--- config.mk ---
export PLATFORM = sky130hd
export DESIGN_NAME = feature_bank_scheduler_flat
export DESIGN_NICKNAME = d
export VERILOG_FILES = /design/src/rtl/feature_bank_scheduler_if.sv /design/src/rtl/feature_bank_scheduler.sv /design/src/flat_wrapper.sv
export SDC_FILE = /design/constraint.sdc
export NUM_CORES = 1
export LEC_CHECK = 0
export BUFFER_PORTS_ARGS = -buffer_cell sky130_fd_sc_hd__buf_2
export CORE_ASPECT_RATIO = 1.4
export CORE_MARGIN = 5
export CORE_UTILIZATION = 46
export DETAILED_ROUTE_END_ITERATION = 6
export PLACE_DENSITY = 0.76
export SLEW_MARGIN = 20
export SYNTH_ARGS = -nofsm -noshare
export SYNTH_HDL_FRONTEND = slang
export SYNTH_SLANG_ARGS = --single-unit
export TNS_END_PERCENT = 20
--- constraint.sdc ---
create_clock -name clk -period 1.6 [get_ports clk]
set_input_delay 0.16 -clock clk [delete_from_list [all_inputs] [get_ports clk]]
set_output_delay 0.16 -clock clk [all_outputs]
set_load 0.05 [all_outputs]
--- src/rtl/feature_bank_scheduler_if.sv ---
// Handshake bundle between the ping-pong feature bank scheduler and its
// fetcher/shifter clients. The scheduler uses the slave modport.
interface feature_bank_scheduler_if #(
  parameter int LINE_CNT_WIDTH = 8,
  parameter int STAT_WIDTH     = 16
);
  logic                      wr_req;
  logic                      wr_grant;
  logic                      wr_bank;
  logic                      wr_done;
  logic [LINE_CNT_WIDTH-1:0] wr_line_cnt;
  logic                      rd_req;
  logic                      rd_grant;
  logic                      rd_bank;
  logic [LINE_CNT_WIDTH-1:0] rd_line_cnt;
  logic                      rd_done;
  logic [1:0]                bank_full;
  logic [1:0]                bank_empty;
  logic                      proto_err;
  logic [STAT_WIDTH-1:0]     wr_stall_cnt;
  logic [STAT_WIDTH-1:0]     rd_stall_cnt;

  modport master (
    output wr_req, wr_done, wr_line_cnt, rd_req, rd_done,
    input  wr_grant, wr_bank, rd_grant, rd_bank, rd_line_cnt,
           bank_full, bank_empty, proto_err, wr_stall_cnt, rd_stall_cnt
  );

  modport slave (
    input  wr_req, wr_done, wr_line_cnt, rd_req, rd_done,
    output wr_grant, wr_bank, rd_grant, rd_bank, rd_line_cnt,
           bank_full, bank_empty, proto_err, wr_stall_cnt, rd_stall_cnt
  );
endinterface

--- src/rtl/feature_bank_scheduler.sv ---
// Ping-pong scheduler for the two scratchpad feature banks; reads follow write order.
// Optional stall statistics are built only when FEATURE_BANK_STATS_EN is defined.
module feature_bank_scheduler #(
  parameter int LINE_CNT_WIDTH = 8,
  parameter int STAT_WIDTH     = 16
) (
  input  logic                     clk,
  input  logic                     rst,
  feature_bank_scheduler_if.slave  bus
);

  typedef enum logic [1:0] {
    EMPTY    = 2'd0,
    FILLING  = 2'd1,
    FULL     = 2'd2,
    DRAINING = 2'd3
  } bank_state_e;

  bank_state_e               bank_state_r  [2];
  bank_state_e               bank_state_nx_s [2];
  logic [LINE_CNT_WIDTH-1:0] line_cnt_r    [2];
  logic [LINE_CNT_WIDTH-1:0] line_cnt_nx_s [2];
  logic                      wr_ptr_r;
  logic                      rd_ptr_r;
  logic                      wr_active_r;
  logic                      rd_active_r;
  logic                      wr_grant_s;
  logic                      rd_grant_s;
  logic                      wr_done_ok_s;
  logic                      rd_done_ok_s;
  logic                      proto_hit_s;
  logic [1:0]                bank_full_nx_s;
  logic [1:0]                bank_empty_nx_s;
  logic                      wr_grant_r;
  logic                      wr_bank_r;
  logic                      rd_grant_r;
  logic                      rd_bank_r;
  logic [LINE_CNT_WIDTH-1:0] rd_line_cnt_r;
  logic [1:0]                bank_full_r;
  logic [1:0]                bank_empty_r;
  logic                      proto_err_r;

  // Grant qualification and per-bank next-state decode from registered state only.
  always_comb begin
    wr_grant_s      = bus.wr_req && !wr_active_r && (bank_state_r[wr_ptr_r] == EMPTY);
    rd_grant_s      = bus.rd_req && !rd_active_r && (bank_state_r[rd_ptr_r] == FULL);
    wr_done_ok_s    = bus.wr_done && wr_active_r;
    rd_done_ok_s    = bus.rd_done && rd_active_r;
    proto_hit_s     = (bus.wr_done && !wr_active_r) || (bus.rd_done && !rd_active_r);
    bank_full_nx_s  = 2'b00;
    bank_empty_nx_s = 2'b00;
    for (int i = 0; i < 2; i++) begin
      bank_state_nx_s[i] = bank_state_r[i];
      line_cnt_nx_s[i]   = line_cnt_r[i];
      case (bank_state_r[i])
        EMPTY: begin
          if (wr_grant_s && (wr_ptr_r == i[0])) bank_state_nx_s[i] = FILLING;
          else                                  bank_state_nx_s[i] = EMPTY;
        end
        FILLING: begin
          if (wr_done_ok_s && (wr_ptr_r == i[0])) begin
            bank_state_nx_s[i] = FULL;
            line_cnt_nx_s[i]   = bus.wr_line_cnt;
          end else begin
            bank_state_nx_s[i] = FILLING;
          end
        end
        FULL: begin
          if (rd_grant_s && (rd_ptr_r == i[0])) bank_state_nx_s[i] = DRAINING;
          else                                  bank_state_nx_s[i] = FULL;
        end
        DRAINING: begin
          if (rd_done_ok_s && (rd_ptr_r == i[0])) bank_state_nx_s[i] = EMPTY;
          else                                    bank_state_nx_s[i] = DRAINING;
        end
        default: bank_state_nx_s[i] = EMPTY;
      endcase
      bank_full_nx_s[i]  = (bank_state_nx_s[i] == FULL);
      bank_empty_nx_s[i] = (bank_state_nx_s[i] == EMPTY);
    end
  end

  // State, pointer and registered-output update.
  always_ff @(posedge clk or posedge rst) begin
    if (rst) begin
      for (int i = 0; i < 2; i++) begin
        bank_state_r[i] <= EMPTY;
        line_cnt_r[i]   <= {LINE_CNT_WIDTH{1'b0}};
      end
      wr_ptr_r      <= 1'b0;
      rd_ptr_r      <= 1'b0;
      wr_active_r   <= 1'b0;
      rd_active_r   <= 1'b0;
      wr_grant_r    <= 1'b0;
      wr_bank_r     <= 1'b0;
      rd_grant_r    <= 1'b0;
      rd_bank_r     <= 1'b0;
      rd_line_cnt_r <= {LINE_CNT_WIDTH{1'b0}};
      bank_full_r   <= 2'b00;
      bank_empty_r  <= 2'b11;
      proto_err_r   <= 1'b0;
    end else begin
      for (int i = 0; i < 2; i++) begin
        bank_state_r[i] <= bank_state_nx_s[i];
        line_cnt_r[i]   <= line_cnt_nx_s[i];
      end
      wr_grant_r   <= wr_grant_s;
      rd_grant_r   <= rd_grant_s;
      bank_full_r  <= bank_full_nx_s;
      bank_empty_r <= bank_empty_nx_s;
      if (wr_done_ok_s) wr_ptr_r <= ~wr_ptr_r;
      else              wr_ptr_r <= wr_ptr_r;
      if (rd_done_ok_s) rd_ptr_r <= ~rd_ptr_r;
      else              rd_ptr_r <= rd_ptr_r;
      if (wr_grant_s)        wr_active_r <= 1'b1;
      else if (wr_done_ok_s) wr_active_r <= 1'b0;
      else                   wr_active_r <= wr_active_r;
      if (rd_grant_s)        rd_active_r <= 1'b1;
      else if (rd_done_ok_s) rd_active_r <= 1'b0;
      else                   rd_active_r <= rd_active_r;
      // Bank select and line count stay valid until the next grant.
      if (wr_grant_s) wr_bank_r <= wr_ptr_r;
      else            wr_bank_r <= wr_bank_r;
      if (rd_grant_s) begin
        rd_bank_r     <= rd_ptr_r;
        rd_line_cnt_r <= line_cnt_r[rd_ptr_r];
      end else begin
        rd_bank_r     <= rd_bank_r;
        rd_line_cnt_r <= rd_line_cnt_r;
      end
      if (proto_hit_s) proto_err_r <= 1'b1;
      else             proto_err_r <= proto_err_r;
    end
  end

  assign bus.wr_grant    = wr_grant_r;
  assign bus.wr_bank     = wr_bank_r;
  assign bus.rd_grant    = rd_grant_r;
  assign bus.rd_bank     = rd_bank_r;
  assign bus.rd_line_cnt = rd_line_cnt_r;
  assign bus.bank_full   = bank_full_r;
  assign bus.bank_empty  = bank_empty_r;
  assign bus.proto_err   = proto_err_r;

`ifdef FEATURE_BANK_STATS_EN
  logic [STAT_WIDTH-1:0] wr_stall_r;
  logic [STAT_WIDTH-1:0] rd_stall_r;

  // Saturating count of cycles a requester waits without being granted.
  always_ff @(posedge clk or posedge rst) begin
    if (rst) begin
      wr_stall_r <= {STAT_WIDTH{1'b0}};
      rd_stall_r <= {STAT_WIDTH{1'b0}};
    end else begin
      if (bus.wr_req && !wr_active_r && !wr_grant_s && (wr_stall_r != {STAT_WIDTH{1'b1}}))
        wr_stall_r <= wr_stall_r + {{(STAT_WIDTH-1){1'b0}}, 1'b1};
      else
        wr_stall_r <= wr_stall_r;
      if (bus.rd_req && !rd_active_r && !rd_grant_s && (rd_stall_r != {STAT_WIDTH{1'b1}}))
        rd_stall_r <= rd_stall_r + {{(STAT_WIDTH-1){1'b0}}, 1'b1};
      else
        rd_stall_r <= rd_stall_r;
    end
  end

  assign bus.wr_stall_cnt = wr_stall_r;
  assign bus.rd_stall_cnt = rd_stall_r;
`else
  assign bus.wr_stall_cnt = {STAT_WIDTH{1'b0}};
  assign bus.rd_stall_cnt = {STAT_WIDTH{1'b0}};
`endif

endmodule

--- src/flat_wrapper.sv ---
// flat-port wrapper written by rule: the top's interface ports become plain ports
module feature_bank_scheduler_flat 
#(
  parameter int LINE_CNT_WIDTH = 8,
  parameter int STAT_WIDTH     = 16
)
  (clk, rst, bus_wr_req, bus_wr_done, bus_wr_line_cnt, bus_rd_req, bus_rd_done, bus_wr_grant, bus_wr_bank, bus_rd_grant, bus_rd_bank, bus_rd_line_cnt, bus_bank_full, bus_bank_empty, bus_proto_err, bus_wr_stall_cnt, bus_rd_stall_cnt);
  feature_bank_scheduler_if #(.LINE_CNT_WIDTH(LINE_CNT_WIDTH), .STAT_WIDTH(STAT_WIDTH)) bus_i ();
  input  logic clk;
  input  logic rst;
  input wire logic [$bits(bus_i.wr_req)-1:0] bus_wr_req;
  input wire logic [$bits(bus_i.wr_done)-1:0] bus_wr_done;
  input wire logic [$bits(bus_i.wr_line_cnt)-1:0] bus_wr_line_cnt;
  input wire logic [$bits(bus_i.rd_req)-1:0] bus_rd_req;
  input wire logic [$bits(bus_i.rd_done)-1:0] bus_rd_done;
  output wire logic [$bits(bus_i.wr_grant)-1:0] bus_wr_grant;
  output wire logic [$bits(bus_i.wr_bank)-1:0] bus_wr_bank;
  output wire logic [$bits(bus_i.rd_grant)-1:0] bus_rd_grant;
  output wire logic [$bits(bus_i.rd_bank)-1:0] bus_rd_bank;
  output wire logic [$bits(bus_i.rd_line_cnt)-1:0] bus_rd_line_cnt;
  output wire logic [$bits(bus_i.bank_full)-1:0] bus_bank_full;
  output wire logic [$bits(bus_i.bank_empty)-1:0] bus_bank_empty;
  output wire logic [$bits(bus_i.proto_err)-1:0] bus_proto_err;
  output wire logic [$bits(bus_i.wr_stall_cnt)-1:0] bus_wr_stall_cnt;
  output wire logic [$bits(bus_i.rd_stall_cnt)-1:0] bus_rd_stall_cnt;
  assign bus_i.wr_req = bus_wr_req;
  assign bus_i.wr_done = bus_wr_done;
  assign bus_i.wr_line_cnt = bus_wr_line_cnt;
  assign bus_i.rd_req = bus_rd_req;
  assign bus_i.rd_done = bus_rd_done;
  assign bus_wr_grant = bus_i.wr_grant;
  assign bus_wr_bank = bus_i.wr_bank;
  assign bus_rd_grant = bus_i.rd_grant;
  assign bus_rd_bank = bus_i.rd_bank;
  assign bus_rd_line_cnt = bus_i.rd_line_cnt;
  assign bus_bank_full = bus_i.bank_full;
  assign bus_bank_empty = bus_i.bank_empty;
  assign bus_proto_err = bus_i.proto_err;
  assign bus_wr_stall_cnt = bus_i.wr_stall_cnt;
  assign bus_rd_stall_cnt = bus_i.rd_stall_cnt;
  feature_bank_scheduler #(.LINE_CNT_WIDTH(LINE_CNT_WIDTH), .STAT_WIDTH(STAT_WIDTH)) u_core (.clk(clk), .rst(rst), .bus(bus_i));
endmodule
=== Word-level counts from Yosys, hierarchy flattened ===
Cells that the tools add are included.

* Flip-flop bits (word level): 41
* Bits in latches: 0
* Bits in writable memories: 0
* ROM bits: 0
* Memories kept: 0

* $add $sub $neg: 0
* Multiply operators: 0
* Div/mod/pow operators: 0
* $lt $le $gt $ge: 2
* Equality and inequality tests: 9
* Shift-type cells: 0
* Multiplexer cells: 23
* Bitwise operators: 4
* Reduce and logical (&&, ||, !) cells: 28

{| class="wikitable"
|+ Operators with widths
! kind !! count
|-
| 2-to-1 mux 8 bit || 3
|-
| 2-to-1 mux 2 bit || 10
|-
| logical AND 1 bit || 16
|-
| one-hot mux 2 bit (4 select lines) || 2
|-
| equality test 2 bit (second input constant) || 7
|-
| zero test 2 bit || 5
|-
| 2-to-1 mux 1 bit || 8
|-
| equality test 2 x 1 -> 1 bit (second input constant) || 2
|-
| >= comparator 2 bit (second input constant) || 2
|-
| NOT 1 -> 2 bit || 2
|-
| AND reduction 2 bit || 2
|-
| nonzero test 2 bit || 2
|-
| zero test 1 bit || 2
|-
| NOT 1 bit || 2
|-
| logical OR 1 bit || 1
|}

=== Longest topological paths before layout ===
Gate-level depths: netlist (run 1).

* Word-level depth: 10
* Depth in mapped cells: 5
* Mapped depth without buffers: 3

=== Least setup slack after synthesis (run 1) ===
Ideal clock, no wire load.

* Path kind: register -> register
* Start point: register u_core.wr_ptr_r
* End point: register u_core.line_cnt_r[10] (netlist bit)
* Library setup time: 125 ps
* Data arrival time: 1433 ps
* Path slack: 42 ps
* Cell stages (with the launch flop): 5
* Buffers on the path: 2
* Period minus slack after synthesis: 1558 ps
* Path through: dfrtp_1 > buf_12 > or4_4 > buf_6 > mux2_4

* Cells in the longest elaborated chain, start to end: 3

{| class="wikitable"
|+ Ends and longest elaborated chain
! element !! line !! source
|-
| start, declared || feature_bank_scheduler.sv:23 || <nowiki>logic wr_ptr_r;</nowiki>
|-
| start signal, assigned || feature_bank_scheduler.sv:111 || <nowiki>if (wr_done_ok_s) wr_ptr_r <= ~wr_ptr_r;</nowiki>
|-
| start signal, assigned || feature_bank_scheduler.sv:112 || <nowiki>else wr_ptr_r <= wr_ptr_r;</nowiki>
|-
| NOT 1 bit || feature_bank_scheduler.sv:61 || <nowiki>if (wr_done_ok_s && (wr_ptr_r == i[0])) begin</nowiki>
|-
| logical AND 1 bit || feature_bank_scheduler.sv:61 ||
|-
| AND reduction 2 bit (no source line) || -- ||
|-
| end signal, assigned by index || feature_bank_scheduler.sv:88 || <nowiki>line_cnt_r[i] <= {LINE_CNT_WIDTH{1'b0}};</nowiki>
|-
| end signal, assigned by index || feature_bank_scheduler.sv:105 || <nowiki>line_cnt_r[i] <= line_cnt_nx_s[i];</nowiki>
|-
| end, declared || feature_bank_scheduler.sv:21 || <nowiki>logic [LINE_CNT_WIDTH-1:0] line_cnt_r [2];</nowiki>
|}

Every way passes these cells.
A chain may end at the register's enable or synchronous reset.

=== Worst setup path after layout (run 1) ===
* Start point: register u_core.bank_state_r[3] (netlist bit)
* End point: register u_core.rd_line_cnt_r[7] (netlist: u_core.bus.rd_line_cnt[7])

* Cells in the longest elaborated chain, start to end: 5

{| class="wikitable"
|+ Ends and longest elaborated chain
! element !! line !! source
|-
| start, declared || feature_bank_scheduler.sv:19 || <nowiki>bank_state_e bank_state_r [2];</nowiki>
|-
| start signal, assigned by index || feature_bank_scheduler.sv:104 || <nowiki>bank_state_r[i] <= bank_state_nx_s[i];</nowiki>
|-
| 2-to-1 mux 2 bit (implied by the code) (3 in a row) || feature_bank_scheduler.sv:46 || <nowiki>rd_grant_s = bus.rd_req && !rd_active_r && (bank_state_r[rd_ptr_r] == FULL);</nowiki>
|-
| equality test 2 bit || feature_bank_scheduler.sv:46 ||
|-
| logical AND 1 bit || feature_bank_scheduler.sv:46 ||
|-
| end signal, assigned || feature_bank_scheduler.sv:98 || <nowiki>rd_line_cnt_r <= {LINE_CNT_WIDTH{1'b0}};</nowiki>
|-
| end signal, assigned || feature_bank_scheduler.sv:126 || <nowiki>rd_line_cnt_r <= line_cnt_r[rd_ptr_r];</nowiki>
|-
| end signal, assigned || feature_bank_scheduler.sv:129 || <nowiki>rd_line_cnt_r <= rd_line_cnt_r;</nowiki>
|-
| end, declared || feature_bank_scheduler.sv:38 || <nowiki>logic [LINE_CNT_WIDTH-1:0] rd_line_cnt_r;</nowiki>
|}

Every way passes these cells. The select of a mux whose other input is x is not followed.

==> results of run 1 <==
## timing repair
action / 4_1_cts / 5_1_grt
gates cloned: 0 / 0
gates resized for setup: 1 / 0
hold endpoints to repair: 39 / 0
setup buffers: 0 / 2
hold buffers: 1 / 0
setup endpoints to repair: 1 / 7
## final cells by class
cell class	count	area, um^2
fillers	384	1940
flip-flops and latches	41	1030
multi-input cells	109	759
repair buffers	47	280
clock buffers	6	82.6
well taps	60	75.1
clock inverters	2	37.5
inverters	9	33.8
## worst max-delay path, stage by stage (launching register included)
cell and delay, ns:
dfrtp_1 0.42, or3b_1 0.36, a21o_2 0.31, a221o_1 0.38
## registers in the layout, summed over array words and instances, names as in the netlist, 2 cells and up
name and cells:
u_core.bank_state_r 4, u_core.bus.bank_empty 2, u_core.bus.bank_full 2, u_core.bus.rd_line_cnt 8
u_core.line_cnt_r 16
## cells by family (layout without fill, tap and decap cells)
logic type      after synthesis  in the layout  synth area share [%]
simple gates                 33             33                  9.93
mux                          17             17                  10.9
xor+xnor                      2              2                 0.874
flops                        41             41                  51.3
buf+inv                      47             64                  16.7
other cells                   1             32                 0.187
compound gates               25             25                  10.2
## power by group
group          internal (mW)  switching [mW]
logic                  0.464           0.771
clock network          0.507           0.342
registers               1.36           0.188
total                   2.33            1.30
## through the flow
step / hold WS [ns] / cells / setup TNS [ns]
2_1_floorplan: 0.256 / 197 / 0
3_3_place_gp: 0.300 / 263 / 0
3_5_place_dp: 0.304 / 263 / -0.00596
4_1_cts: 0.0640 / 272 / 0
5_1_grt: 0.0768 / 274 / -0.00889
6_report: 0.0728 / 274 / 0
## worst paths after layout
path,depth (start not counted),slack (ns),from,endpoint
max,3,0.02,u_core.bank_state_r[3]$_DFF_PP0_,u_core.bus.rd_line_cnt[7]$_DFFE_PP0N_
min,2,0.07,bus_wr_done,u_core.wr_active_r$_DFFE_PP0P_
max reg2reg,3,0.02,u_core.bank_state_r[3]$_DFF_PP0_,u_core.bus.rd_line_cnt[7]$_DFFE_PP0N_
min reg2reg,1,0.47,u_core.bus.rd_bank$_DFFE_PP0N_,u_core.bus.rd_bank$_DFFE_PP0N_
max in group asynchronous,4,0.71,rst,u_core.bus.bank_empty[0]$_DFF_PP1_
min in group asynchronous,4,0.52,rst,u_core.line_cnt_r[11]$_DFFE_PP0P_
## metal layers
layer / GRT usage, % / wire, um
met5: 0 / 0
met4: 5.66 / 64
met3: 3.98 / 260
met2: 22.8 / 1930
met1: 16.1 / 1440
## cell usage in the layout, fill, tap and decap left out, types with 2 or more instances in the layout
master / n
buf_2: 30
xnor2_1: 2
a21oi_1: 2
nand2b_1: 3
a221o_1: 10
buf_4: 16
nor2_1: 2
a21o_1: 2
nand2_1: 9
mux2_4: 7
and3_1: 9
dfrtp_1: 39
o211ai_1: 2
dfstp_2: 2
clkbuf_8: 6
conb_1: 32
inv_1: 8
o21ai_0: 4
mux2_2: 10
==> metrics.md, run 1 <==
| Metric | Value |
|---|---|
| Status | `completed` |
| FMAX | `633 MHz` |
| PD cells | `1580 nW/um^2` |
| Gr ovfl total | `0` |
| MaxCap Viol Count | `0` |
| Drt pass-1 iters | `4` |
| CTS tree | `built` |
| Final min period | `1.58 ns` |
| Diode count | `0` |
| DPL Wire Length | `2.72 mm` |
| CP Class | `flip-flop to flip-flop` |
| Clock slew at reported path FFs | `0.08 ns` |
| Post-synth EDFFs | `0` |
| Antenna violations before repair | `0` |
| Post-synth top area cell | `dfrtp_1` |
| Top area cells in the synthesized netlist | `dfrtp_1 (49%), buf_4 (12%), mux2_2 (5.6%), mux2_4 (5.2%), a221o_1 (5.0%)` |
| Total Wirelength | `3.70 mm` |
| Pleak | `1.26 nW` |
| Share of cells above drive strength 1 | `36.4%` |
| CTS Sinks | `41` |
| Commonest cells post-synth | `dfrtp_1 (39), buf_4 (33), a221o_1 (10), mux2_2 (10)` |
| Synth cell types | `35` |
| Crit path max fanout | `11` |
| Placed cell area | `2150 um^2` |
| Ys flop type | `dfrtp_1` |
| Total GRT Usage | `13.6%` |
| Die area | `5800 um^2` |
| Htree depth | `2` |
| Syn_area_per_cell | `12.1 um^2` |
| Skew final | `0.00835 ns` |
| Setup ws final | `0.0199 ns` |
| Final nets | `227` |
| # rows | `28` |
| Startpoint types | `flip-flop` |
| CTS root buffer | `clkbuf_8` |
| First-pass GRT wire length | `5.80 mm` |
| Average via count per standard cell | `4.76` |
| Iter 0 DRT Violations | `58` |
| Clk buf depth | `2` |
| Mean routed wirelength per cell | `13.5 um` |
| Hold Path Class | `primary input to flip-flop` |
| Tot Pwr | `3.63 mW` |
| Async S/R FF share, synth | `100%` |
| Final core utilization | `54.2%` |
| Worst Path Arrival | `1.76 ns` |
| Core Area | `4240 um^2` |
| WP data required | `1.78 ns` |
| Most frequent cell after synthesis | `dfrtp_1` |
| Antenna Nets Post-Route | `0` |
| Initial Util | `47.3%` |
| Hold Vio Cnt, Final | `0` |
| Synth Register Bits | `41` |
| Post-layout instance area | `2300 um^2` |
| Cells after Synth | `166` |
| Slew Limit Fails | `0` |
| Tcrit/Tclk final | `98.8%` |
| Port bufs | `30` |
| Clk_lat worst skew | `0.29 ns` |
| P&R area growth vs syn | `14.6%` |
| TritonCTS Buffers | `5` |
| Post-place setup slack | `-0.00596 ns` |
| Chip Width | `65.8 um` |
| DRC viols | `0` |
| I/O pins | `63` |
| Vias | `1304` |
| DIE HEIGHT | `88.1 um` |
| IR drop worst, VDD | `877 uV` |
| Syn. warnings | `0` |
| Setup Viol. Count Final | `0` |
| Synth Cell Area | `2000 um^2` |
| Seq/Total Area, Yosys | `51.3%` |
| RePlAce Congestion | `0.799` |
| Largest net degree at the start of global routing | `42` |
| Synth top area share | `48.7%` |
| Vias in the first global route | `1221` |
| Setup crit end kind | `flip-flop` |
Note: power is estimated with default switching activity, not from simulation.
==> run 2: changes to the inputs <==
==> constraint.sdc (replaced) <==
create_clock -name clk -period 1.35 [get_ports clk]
set_input_delay 0.135 -clock clk [delete_from_list [all_inputs] [get_ports clk]]
set_output_delay 0.135 -clock clk [all_outputs]
set_load 0.02 [all_outputs]
==> run 2 against run 1 <==
Against the previous run: the run now ends with negative setup slack left; setup slack lost 0.20 ns; combinational power is essentially flat; power grew 6.3%; count of clock-buffer cells in the layout shrank 1.
==> metrics.md, run 2 (synthesis gave the netlist of run 1 again) <==
| Metric | Value |
|---|---|
| Final core utilization | `56.6%` |
| Total Wirelength | `4.04 mm` |
| Final nets | `236` |
| Clock slew at reported path FFs | `0.08 ns` |
| Vias in the first global route | `1364` |
| Delay-heaviest family, CP | `simple AND/OR/NAND/NOR gates` |
| RSZ-0062 raised after global routing | `true` |
| RePlAce Congestion | `0.823` |
| Pleak | `1.30 nW` |
| DIE HEIGHT | `88.1 um` |
| Failing checks | `negative setup slack` |
| IR drop worst, VDD | `737 uV` |
| FMAX | `655 MHz` |
| Status | `complete, but fails checks` |
| Hold WS | `0.0733 ns` |
| # rows | `28` |
| Die area | `5800 um^2` |
| P&R area growth vs syn | `19.7%` |
| Setup TNS | `-3.12 ns` |
| Clk_lat worst skew | `0.29 ns` |
| Drt pass-1 iters | `4` |
| Port bufs | `30` |
| Hold Vio Cnt, Final | `0` |
| CP max stage cell | `or4_4` |
| Crit path max fanout | `5` |
| Slew Limit Fails | `0` |
| I/O pins | `63` |
| Diode count | `0` |
| First-pass GRT wire length | `6.42 mm` |
| PD cells | `1610 nW/um^2` |
| Vias | `1344` |
| Tcrit/Tclk final | `113%` |
| Crit. Startpoint | `u_core.bank_state_r[2]$_DFF_PP0_` |
| Setup Viol. Count Final | `26` |
| Setup crit end kind | `flip-flop` |
| Most common cell after layout, fill and taps aside | `dfrtp_1` |
| TritonCTS Buffers | `5` |
| Initial Util | `47.3%` |
| CTS tree | `built` |
| Crit-path max cell delay | `0.62 ns` |
| Core Area | `4240 um^2` |
| Average via count per standard cell | `4.75` |
| DRC viols | `0` |
| Most flops, register | `u_core.line_cnt_r` |
| Htree depth | `2` |
| Largest net degree at the start of global routing | `42` |
| Crit path buf inv count | `1` |
| Chip Width | `65.8 um` |
| Worst Path Arrival | `1.71 ns` |
| Skew final | `0.00816 ns` |
| Setup ws final | `-0.176 ns` |
| MaxCap Viol Count | `0` |
| DPL Wire Length | `2.90 mm` |
| Final min period | `1.53 ns` |
| CP cell instances | `inv_2 > or4_4 > mux2_4` |
| Gr ovfl total | `0` |
| WP data required | `1.53 ns` |
| Post-place setup slack | `-0.261 ns` |
| Total GRT Usage | `15.0%` |
| CTS root buffer | `clkbuf_8` |
| Mean routed wirelength per cell | `14.3 um` |
| Share of cells above drive strength 1 | `41.3%` |
| Largest register FFs | `16` |
| Hold Path Class | `primary input to flip-flop` |
| CTS Sinks | `41` |
| Hold Startpoint | `bus_wr_done` |
| Antenna Nets Post-Route | `0` |
| Antenna violations before repair | `0` |
| Reg2reg start | `u_core.bank_state_r[2]$_DFF_PP0_` |
| Clk buf depth | `2` |
| Startpoint types | `flip-flop` |
| Most frequent cells in the layout | `dfrtp_1 (38), conb_1 (32), buf_2 (30)` |
| CP Class | `flip-flop to flip-flop` |
| Iter 0 DRT Violations | `82` |
## run 2: final cells by class
type / count / area, um^2
fillers: 363 / 1840
flip-flops and latches: 41 / 1030
multi-input cells: 111 / 815
repair buffers: 54 / 360
well taps: 60 / 75.1
clock buffers: 5 / 68.8
inverters: 9 / 33.8
clock inverters: 3 / 17.5
## run 2: repair_timing
action                                 in CTS  in global routing
resized for setup                           8                  6
setup endpoints to repair                  29                 30
setup buffers                               1                  0
hold buffers                                1                  0
gates cloned                                2                  0
endpoints found under the hold margin      39                  0
pin swaps                                  10                  1
## run 2: through the flow
stage | cell area (um^2) | power (mW) | std cells
floorplan | 2120 | 2.70 | 197
global placement | 2220 | 2.95 | 271
detailed placement | 2220 | 2.99 | 271
CTS | 2380 | 3.84 | 283
global route | 2400 | 4.09 | 283
finish | 2400 | 3.86 | 283
## run 2: worst paths after layout
path	end	slack, ns	depth (start not counted)
max in group asynchronous	u_core.bus.bank_empty[0]$_DFF_PP1_	0.65	4
worst min-delay path	u_core.wr_active_r$_DFFE_PP0P_	0.07	2
worst min register to register	u_core.bus.rd_bank$_DFFE_PP0N_	0.49	1
min in group asynchronous	u_core.bus.rd_line_cnt[3]$_DFFE_PP0N_	0.43	4
worst max-delay path	u_core.line_cnt_r[13]$_DFFE_PP0P_	-0.18	3
worst max register to register	u_core.line_cnt_r[13]$_DFFE_PP0P_	-0.18	3
## run 2: metal layers
| layer | global-route usage, % | wire, um | vias to the layer above |
|---|---|---|---|
| met3 | 5.13 | 291 | 7 |
| met4 | 6.98 | 95 | 0 |
| met5 | 0 | 0 | - |
| met1 | 17.2 | 1580 | 656 |
| met2 | 24.9 | 2080 | 52 |
| li1 | - | - | 629 |
## run 2: power breakdown
group / internal (mW) / switching (mW) / total, mW
logic: 0.620 / 0.607 / 1.23
registers: 1.61 / 0.236 / 1.85
clock network: 0.357 / 0.427 / 0.784
==> run 3: changes to the inputs <==
Settings changed: BUFFER_PORTS_ARGS -buffer_cell sky130_fd_sc_hd__buf_2 to -buffer_cell sky130_fd_sc_hd__buf_4.
==> run 3 against run 2 <==
Against the previous run: the flow still finishes with violations (negative setup slack); count of clock-buffer cells in the layout is 1 higher; non-clock buffer count stayed put; global-route usage is 0.14 points lower; flip-flop and latch count stayed put; fmax is 1.5% lower; final cell count is 0.35% lower; wire length is 3.3% higher; sequential share of layout area is 1.2 points lower; critical path type unchanged.
==> metrics.md, run 3 (synthesis gave the netlist of run 1 again) <==
| Metric | Value |
|---|---|
| Largest register FFs | `16` |
| Placed cell area | `2290 um^2` |
| Final nets | `235` |
| Die area | `5800 um^2` |
| Reg2reg start | `u_core.bank_state_r[2]$_DFF_PP0_` |
| Crit-path max cell delay | `0.44 ns` |
| Clock slew at reported path FFs | `0.08 ns` |
| Setup crit end kind | `flip-flop` |
| Antenna violations before repair | `0` |
| MaxCap Viol Count | `0` |
| Gr ovfl total | `0` |
| Core Area | `4240 um^2` |
| Hold Vio Cnt, Final | `0` |
| CP cell instances | `or3b_4 > a21o_4 > a221o_1` |
| First-pass GRT wire length | `6.47 mm` |
| I/O pins | `63` |
| Skew final | `0.00659 ns` |
| Hold WS | `0.0433 ns` |
| Clk_lat worst skew | `0.29 ns` |
| CTS root buffer | `clkbuf_8` |
| DIE HEIGHT | `88.1 um` |
| Iter 0 DRT Violations | `66` |
| Total Wirelength | `4.18 mm` |
| Worst Path Arrival | `1.73 ns` |
| Total GRT Usage | `14.9%` |
| Final min period | `1.55 ns` |
| DPL Wire Length | `2.92 mm` |
| Clock power share | `19.9%` |
| Status | `complete, but fails checks` |
| RR Endpoint | `u_core.bus.rd_line_cnt[1]$_DFFE_PP0N_` |
| CTS tree | `built` |
| Startpoint types | `flip-flop` |
| Critical Path End | `u_core.bus.rd_line_cnt[1]$_DFFE_PP0N_` |
| Layout Cells excl Fill | `282` |
| WP data required | `1.53 ns` |
| Hold Path Class | `primary input to flip-flop` |
| CP Class | `flip-flop to flip-flop` |
| Most flops, register | `u_core.line_cnt_r` |
| Combinational Power Share | `32.8%` |
| Average via count per standard cell | `4.78` |
| Htree depth | `2` |
| Failing checks | `negative setup slack` |
| Most frequent cells in the layout | `buf_4 (47), dfrtp_1 (39), conb_1 (32)` |
| Port bufs | `30` |
| Chip Width | `65.8 um` |
| R2R depth | `3` |
| CP max stage cell | `or3b_4` |
| R2r setup slk | `-0.20 ns` |
| Tcrit/Tclk final | `115%` |
| Mean routed wirelength per cell | `14.8 um` |
| FILL cells | `374` |
| TritonCTS Buffers | `5` |
| # rows | `28` |
| Initial Util | `47.3%` |
| P&R area growth vs syn | `23.2%` |
| Clk buf depth | `2` |
| P_sw | `1.26 mW` |
| Largest net degree at the start of global routing | `42` |
| Switching share of power | `32.4%` |
| Slew Limit Fails | `0` |
| Most common cell after layout, fill and taps aside | `buf_4` |
| IR drop worst, VDD | `727 uV` |
| Flop pwr share | `47.3%` |
| Share of cells above drive strength 1 | `41.0%` |
| Drt pass-1 iters | `4` |
| Vias in the first global route | `1414` |
| Diode count | `0` |
| Crit. Startpoint | `u_core.bank_state_r[2]$_DFF_PP0_` |
| CTS Sinks | `41` |
| Post-layout instance area | `2470 um^2` |
| Pint | `2.64 mW` |
| Setup ws final | `-0.199 ns` |
| PD cells | `1580 nW/um^2` |
| Crit path max fanout | `6` |
| Antenna Nets Post-Route | `0` |
| DRC viols | `0` |
| FMAX | `645 MHz` |
| RSZ-0062 raised after global routing | `true` |
| Setup Viol. Count Final | `28` |
| Vias | `1347` |
| RePlAce Congestion | `0.824` |
| Tot Pwr | `3.90 mW` |
| Pleak | `1.31 nW` |
| Placed Instances | `270` |
run 3: how the worst min path moves through the flow:
stage / from / to / depth (start not counted)
2_1_floorplan: bus_rd_done / u_core.rd_active_r$_DFFE_PP0P_ / 1
3_3_place_gp: rst / u_core.bus.rd_grant$_DFF_PP0_ / 3
3_5_place_dp: rst / u_core.bus.rd_line_cnt[3]$_DFFE_PP0N_ / 3
4_1_cts: bus_wr_done / u_core.wr_active_r$_DFFE_PP0P_ / 2
5_1_grt: bus_wr_done / u_core.wr_active_r$_DFFE_PP0P_ / 2
6_report: bus_wr_done / u_core.wr_active_r$_DFFE_PP0P_ / 2
run 3: what timing repair did:
item | in CTS | in global routing
endpoints found under the setup margin | 29 | 29
gates cloned | 0 | 1
endpoints found under the hold margin | 39 | 0
hold buffers | 1 | 0
pin swaps | 3 | 12
resized for setup | 7 | 8
buffers inserted | 1 | 1
run 3: power by group through the flow:
stage	sequential, mW	combinational [mW]	clock, mW
detailed placement	1.86	1.21	0
finish	1.85	1.28	0.776
CTS	1.84	1.25	0.802
floorplan	1.93	0.770	0
global placement	1.85	1.17	0
global route	1.90	1.37	0.857
run 3: routing by layer:
metal  up-vias  global-route usage, %  wire length [um]
li1        626                      -                 -
met1       656                   16.8              1630
met2        57                   25.1              2190
met3         8                   4.24               289
met4         0                   7.92                72
met5         -                      0                 0
run 3: cell type report:
| class | count | area, um^2 | area share (%) |
|---|---|---|---|
| repair buffers | 54 | 439 | 17.8 |
| clock inverters | 2 | 10.0 | 0.405 |
| well taps | 60 | 75.1 | 3.04 |
| clock buffers | 6 | 72.6 | 2.94 |
| multi-input cells | 110 | 810 | 32.8 |
| inverters | 9 | 33.8 | 1.37 |
| flip-flops and latches | 41 | 1030 | 41.7 |
run 3: per-stage QoR:
stage / utilization [%] / TNS, ns / setup WS, ns
global route: 58.2 / -4.56 / -0.242
floorplan: - / -2.98 / -0.208
CTS: 57.0 / -3.17 / -0.190
detailed placement: 54.0 / -4.43 / -0.284
global placement: 54.0 / -3.59 / -0.225
finish: 58.2 / -3.24 / -0.199
run 3: critical path: cells and delay by family, from the launching register on:
kind            cells  cell delay, ns
simple gates        1            0.44
compound gates      2            0.58
flops               1            0.42
